**config.mk**
```make
export PLATFORM = sky130hd
export DESIGN_NAME = sigmoid_approx_fn
export DESIGN_NICKNAME = d
export VERILOG_FILES = /design/src/rtl/sigmoid_approx_fn.sv
export SDC_FILE = /design/constraint.sdc
export NUM_CORES = 1
export LEC_CHECK = 0
export ABC_AREA = 1
export CORE_ASPECT_RATIO = 1.5
export CORE_MARGIN = 4
export CORE_UTILIZATION = 39
export CTS_CLUSTER_SIZE = 8
export DETAILED_ROUTE_END_ITERATION = 8
export SYNTH_ARGS = -nofsm -noshare
export SYNTH_HDL_FRONTEND = slang
export SYNTH_SLANG_ARGS = --single-unit
```
**constraint.sdc**
```tcl
create_clock -name CLK -period 7.18 [get_ports CLK]
set_clock_uncertainty 0.05 [all_clocks]
set_input_delay 1.436 -clock CLK [delete_from_list [all_inputs] [get_ports CLK]]
set_output_delay 1.436 -clock CLK [all_outputs]
set_load 0.02 [all_outputs]
```
**src/rtl/sigmoid_approx_fn.sv**
```systemverilog
// sigmoid_approx_fn
// Signed Q4.12 sigmoid using a four-segment shift-and-add piecewise-linear
// approximation. One sample per enabled clock, one cycle of latency.
// The result lies in [0x0000, 0x1000], where 0x1000 represents 1.0.

module sigmoid_approx_fn (
    input  logic        CLK,
    input  logic        RESET_N,
    input  logic        ENABLE,
    input  logic [15:0] in,
    output logic [15:0] out,
    output logic        out_valid
);

    // Positive-half approximation p(a) on the magnitude a = |x|.
    // Right shifts truncate. The result never exceeds 0x1000.
    function automatic logic [16:0] pos_half(input logic [16:0] a);
        logic [16:0] p;
        if (a < 17'h01000) begin
            p = (a >> 2) + 17'h00800;
        end else if (a < 17'h02600) begin
            p = (a >> 3) + 17'h00A00;
        end else if (a < 17'h05000) begin
            p = (a >> 5) + 17'h00D80;
        end else begin
            p = 17'h01000;
        end
        return p;
    endfunction

    logic [16:0] mag_s;
    logic [16:0] pos_s;
    logic [16:0] res_s;
    logic [15:0] out_d;
    logic [15:0] out_q;
    logic        out_valid_q;

    // Magnitude, positive-half value and sign fold, computed in 17 bits.
    // Negating 0x8000 in 17 bits yields 0x8000 without overflow.
    always_comb begin
        mag_s = 17'h00000;
        pos_s = 17'h00000;
        res_s = 17'h00000;
        if (in[15]) begin
            mag_s = 17'h10000 - {1'b0, in};
        end else begin
            mag_s = {1'b0, in};
        end
        pos_s = pos_half(mag_s);
        if (in[15]) begin
            res_s = 17'h01000 - pos_s;
        end else begin
            res_s = pos_s;
        end
        out_d = res_s[15:0];
    end

    // Output register: reset clears the result, ENABLE loads a new one,
    // otherwise the last result is held and valid drops.
    always_ff @(posedge CLK) begin
        if (!RESET_N) begin
            out_q       <= 16'h0000;
            out_valid_q <= 1'b0;
        end else if (ENABLE) begin
            out_q       <= out_d;
            out_valid_q <= 1'b1;
        end else begin
            out_q       <= out_q;
            out_valid_q <= 1'b0;
        end
    end

    assign out       = out_q;
    assign out_valid = out_valid_q;

endmodule

```
==> results of run 1 <==
-- routing by layer --
metal	track usage [%]	vias up	share of wire [%]
met5	0	-	0
met4	8.65	0	3.5
met3	1.61	11	2.7
met2	33.5	39	55
met1	15.5	807	39
li1	-	1027	-
-- cells by family after synthesis --
family	after synthesis	synth area share, %
compound gates	38	14.2
fa+ha+maj	1	0.694
flops	17	18.9
simple gates	198	53.4
xor+xnor	8	3.89
buf+inv	40	8.96
-- worst max path at each step --
stage,to,startpoint,slack [ns]
2_1_floorplan,out[10]$_SDFFE_PN0P_,in[3],3.73
3_3_place_gp,out[10]$_SDFFE_PN0P_,in[15],2.33
3_5_place_dp,out[8]$_SDFFE_PN0P_,in[15],2.27
4_1_cts,out[10]$_SDFFE_PN0P_,in[15],2.53
5_1_grt,out[6]$_SDFFE_PN0P_,in[15],2.12
6_report,out[8]$_SDFFE_PN0P_,in[15],2.55
-- area by class of cell --
type,instances,area share [%]
tap,48,2.70
inverter,34,5.84
clock inverter,1,0.225
timing repair buffer,35,15.7
multi-input combinational,245,58.4
clock buffer,3,1.85
sequential,17,15.3
-- worst min-delay path, delay by kind of cell, from the launching register on --
kind / cells / cell delay, ns
DFF: 1 / 0.31
and+or+nand+nor: 2 / 0.09
-- cell usage after synthesis, drive strengths merged --
cell    instances
o221ai          1
nand2         114
ha              1
nand4           1
a21oi          12
nor3            2
inv            34
dfxtp          17
o21bai          1
xor2            5
o22ai           1
o21ai          21
o211ai          2
buf             3
clkbuf          3
nor2           46
or2             1
xnor2           3
nand3          34
-- state kept, by name, summed over array words and instances, names as in the netlist --
signal / count
out_valid: 1
out: 16
-- per-stage QoR --
stage / util, % / std cells / instance area [um^2]
floorplan: - / 302 / 1800
global placement: 48.4 / 379 / 2180
detailed placement: 48.4 / 379 / 2180
CTS: 49.4 / 383 / 2230
global route: 49.4 / 383 / 2230
finish: 49.4 / 383 / 2230
-- power breakdown --
group	switching (mW)	internal [mW]	leakage, nW
logic	0.109	0.0659	0.910
registers	0.00336	0.102	0.141
clock network	0.0317	0.0385	0.0255
==> summary.txt, run 1 <==
Max-slew violations: 0
CP Cell Sequence: clkdlybuf4s50_1 > o21ai_1 > nand2_1 > nand2_1 > nand2_2 > nand2_4 > nor2_4 > nand3_1 > a21oi_4 > ha_1 > nand2_2 > nor2_4 > nand2_1 > nand2_1 > nor2_1 > o21bai_1 > inv_1
Yosys warnings: 0
Starting Density: 40.0%
FF/Latch Area: 340 um^2
GR Util All Layers: 16.5%
Routed len/inst: 12.0 um
Drt first pass iters: 4
Clock sinks: 17
Vias in the first global route: 1762
Core Rows: 30
Clock Path Buffers: 2
Slowest CP cell: clkdlybuf4s50_1
H-tree Lvls: 1
Layout cell share with drive strength beyond 1: 15.8%
DRT iter0 DRCs: 88
Die Width: 63.5 um
Reg-to-reg endpoint: out[8]$_SDFFE_PN0P_
RSZ-0062 raised after global routing: false
Syn Area/Cell: 5.97 um^2
# DRC: 0
Largest net degree at the start of global routing: 32
Minimum clock period: 4.63 ns
Worst R2R Start: out[8]$_SDFFE_PN0P_
Clk pin slew, worst setup/hold paths: 0.06 ns
Most common cell after layout, fill and taps aside: nand2_1
Critical Path End Type: register
Via/cell ratio: 4.92
Area leader, netlist: nand2_1
Crit path max fanout: 31
First-pass GRT wire length: 7.63 mm
CP Data Required Time: 7.28 ns
Die ar.: 0.00579 mm^2
Top cells by area, synth: nand2_1 (20%), dfxtp_1 (19%), nand3_1 (7.8%)
GP Congestion: 0.911
Clock latency at the later pin of the worst-skew pair: 0.25 ns
Critical Path Stages: 17
Yosys reg bits: 17
Overall Power: 0.351 mW
WP buf/inv: 2
Root Buffer Master: clkbuf_8
Most frequent cells in the layout: nand2_1 (96), clkdlybuf4s50_1 (35), nor2_1 (34), nand3_1 (28), inv_1 (27)
CP dominant cell by count: nand2_1
Final net count: 356
Pre-CTS WS: 2.27 ns
Cell area after synthesis: 0.00180 mm^2
Setup TNS: 0 ns
Die Ht: 91.2 um
Synthesis-to-layout area growth: 23.6%
Maxcap violations: 0
Crit path DAT: 4.73 ns
CTS Buf Count: 3
Worst min path class: register to register
Routed vias: 1884
Worst path max stage delay: 1.23 ns
Post-synthesis sequential area ratio: 18.9%
Flop-to-flop setup slack: 6.40 ns
Hold buffers post-CTS: 0
Crit path max-delay family: buffers and inverters
Worst hold margin: 0.387 ns
Slew margin rel.: 24.0%
CTS tree: yes
Netlist cell types: 33
Post-route setup slack: 2.55 ns
Outcome: complete, no violations
HP Start: out[13]$_SDFFE_PN0P_
ANT cells: 0
CP startpoint kind: input pin
Post-synth net total: 322
Final setup viols: 0
Max Fclk: 216 MHz
Postcts setup bufs: 0
Post-DRT Antenna Nets: 0
Fin crit share: 64.4%
Critical path class: input pin to register
Wirelength, routed: 4.59 mm
WHS Endpoint: out[13]$_SDFFE_PN0P_
Final Hold Vio Count: 0
Least-Margin Pin Slew: 1.14 ns
Area share of the largest cell type after synthesis: 20.0%
I/O pins: 36
Multi-input logic area: 0.00130 mm^2
Power Dens Cells: 157 mW/mm^2
Initial antenna violation count: 0
WHS Path Cells: 2
Reg2reg path depth: 3
Core area: 0.00450 mm^2
Syn Inst Count: 302
Gr ovfl total: 0
LEAKAGE: 1.08 nW
Worst IR Drop VDD: 59.2 uV
Number of cells upsized or downsized after cts: 0
Detail Placement HPWL: 3.88 mm
Fill count: 487
Count of input and output buffers: 35
(Power assumes the default switching activity.)
==> inputs of run 2 (changes only) <==
Clock period 7.18 ns to 4.75 ns, I/O delays scaled along.
==> run 2 against run 1 <==
Critical path depth unchanged; non-clock buffer count increased by 1; die area unchanged; sequential share of layout area hardly changed; utilization rose by 0.14 points; power rose by 52%; cell count is 0.26% higher; register-to-register slack worse by 2.4 ns; critical path type unchanged; largest cell class unchanged.
==> summary.txt, run 2 (synthesized netlist as in run 1, its figures left out) <==
Wirelength, routed: 4.73 mm
Postcts setup bufs: 0
Number of flip-flops in the largest register: 16
Final Hold Vio Count: 0
WHS Path Cells: 2
Crit path max fanout: 18
Final net count: 357
Initial antenna violation count: 0
Flop-to-flop setup slack: 3.99 ns
Detail Placement HPWL: 4.05 mm
Most common cell after layout, fill and taps aside: nand2_1
First-pass GRT wire length: 7.89 mm
Least-Margin Pin Slew: 0.814 ns
Crit path DAT: 3.87 ns
Routed len/inst: 12.3 um
Post-DRT Antenna Nets: 0
Fin crit share: 79.4%
Worst min path class: register to register
Starting Density: 40.0%
I/O pins: 36
Count of input and output buffers: 35
ANT cells: 0
Die Width: 63.5 um
Drt first pass iters: 4
Setup TNS: 0 ns
Most frequent cells in the layout: nand2_1 (96), clkdlybuf4s50_1 (35), nor2_1 (34), nand3_1 (28), inv_1 (27)
Synthesis-to-layout area growth: 24.0%
RSZ-0062 raised after global routing: false
Largest net degree at the start of global routing: 26
CP endpoint: out[10]$_SDFFE_PN0P_
Layout cell share with drive strength beyond 1: 15.8%
CP Data Required Time: 4.85 ns
Max-slew violations: 0
Critical Path End Type: register
Outcome: complete, no violations
Gr ovfl total: 0
Number of cells upsized or downsized after cts: 0
Routed vias: 1904
# DRC: 0
Maxcap violations: 0
Critical path class: input pin to register
CTS tree: yes
Clk pin slew, worst setup/hold paths: 0.06 ns
H-tree Lvls: 1
Worst R2R Start: out[8]$_SDFFE_PN0P_
Via/cell ratio: 4.96
Root Buffer Master: clkbuf_8
Die Ht: 91.2 um
Reg-to-reg endpoint: out[8]$_SDFFE_PN0P_
Minimum clock period: 3.77 ns
Max Fclk: 265 MHz
Vias in the first global route: 1805
Core Rows: 30
Core area: 0.00450 mm^2
LEAKAGE: 1.08 nW
Clock latency at the later pin of the worst-skew pair: 0.25 ns
Slew margin rel.: 45.5%
DRT iter0 DRCs: 89
GP Congestion: 0.853
Power Dens Cells: 238 mW/mm^2
Clock Path Buffers: 2
Final setup viols: 0
Reg2reg path depth: 3
Fill count: 500
Overall Power: 0.532 mW
Hold buffers post-CTS: 0
GR Util All Layers: 16.8%
CP startpoint kind: input pin
CTS Buf Count: 3
Clock sinks: 17
Worst hold margin: 0.387 ns
Die ar.: 0.00579 mm^2
Worst IR Drop VDD: 97.4 uV
CP startpoint: in[15]
## run 2: worst min-delay path by stage
stage                          from                   end  slack [ns]
2_1_floorplan  out[13]$_SDFFE_PN0P_  out[13]$_SDFFE_PN0P_        0.46
3_3_place_gp   out[13]$_SDFFE_PN0P_  out[13]$_SDFFE_PN0P_        0.38
3_5_place_dp   out[13]$_SDFFE_PN0P_  out[13]$_SDFFE_PN0P_        0.38
4_1_cts        out[13]$_SDFFE_PN0P_  out[13]$_SDFFE_PN0P_        0.39
5_1_grt        out[13]$_SDFFE_PN0P_  out[13]$_SDFFE_PN0P_        0.41
6_report       out[13]$_SDFFE_PN0P_  out[13]$_SDFFE_PN0P_        0.39
## run 2: power by group
group          switching [mW]  leakage, nW  internal, mW
combinational           0.166        0.915         0.100
clock                  0.0466       0.0228        0.0595
sequential            0.00519        0.141         0.155
## run 2: layout make-up
cell class / count / area (um^2) / share of cell area, %
Clock buffer: 4 / 45.0 / 2.02
Inverter: 34 / 130 / 5.83
Multi-Input combinational cell: 245 / 1300 / 58.2
Sequential cell: 17 / 340 / 15.2
Tap cell: 48 / 60.1 / 2.69
Timing Repair Buffer: 36 / 358 / 16.0
## run 2: critical path, stage by stage
cell and delay (ns):
clkdlybuf4s50_1 0.92, o21ai_1 0.27, nand2_1 0.14, nand2_1 0.07, nand2_2 0.11, nand2_4 0.08
nor2_4 0.17, nand3_1 0.15, a21oi_4 0.21, ha_1 0.21, nand2_2 0.08, nor2_4 0.12
nand3_1 0.11, nand3_1 0.09, nand3_1 0.08, nand2_1 0.09, inv_1 0.04
## run 2: per-layer routing
layer	wire length (um)	part of all wire [%]	up-vias	track usage [%]
li1	-	-	1027	-
met1	1750	37	832	16.0
met2	2740	58	36	35.1
met3	120	2.5	9	0.990
met4	114	2.4	0	7.03
met5	0	0	-	0
## run 2: per-stage QoR
step	setup slack, ns	cells	cell area [um^2]	utilization (%)
2_1_floorplan	1.79	302	1800	-
3_3_place_gp	0.794	380	2190	48.6
3_5_place_dp	0.724	380	2190	48.6
4_1_cts	0.975	384	2230	49.6
5_1_grt	0.685	384	2230	49.6
6_report	0.980	384	2230	49.6
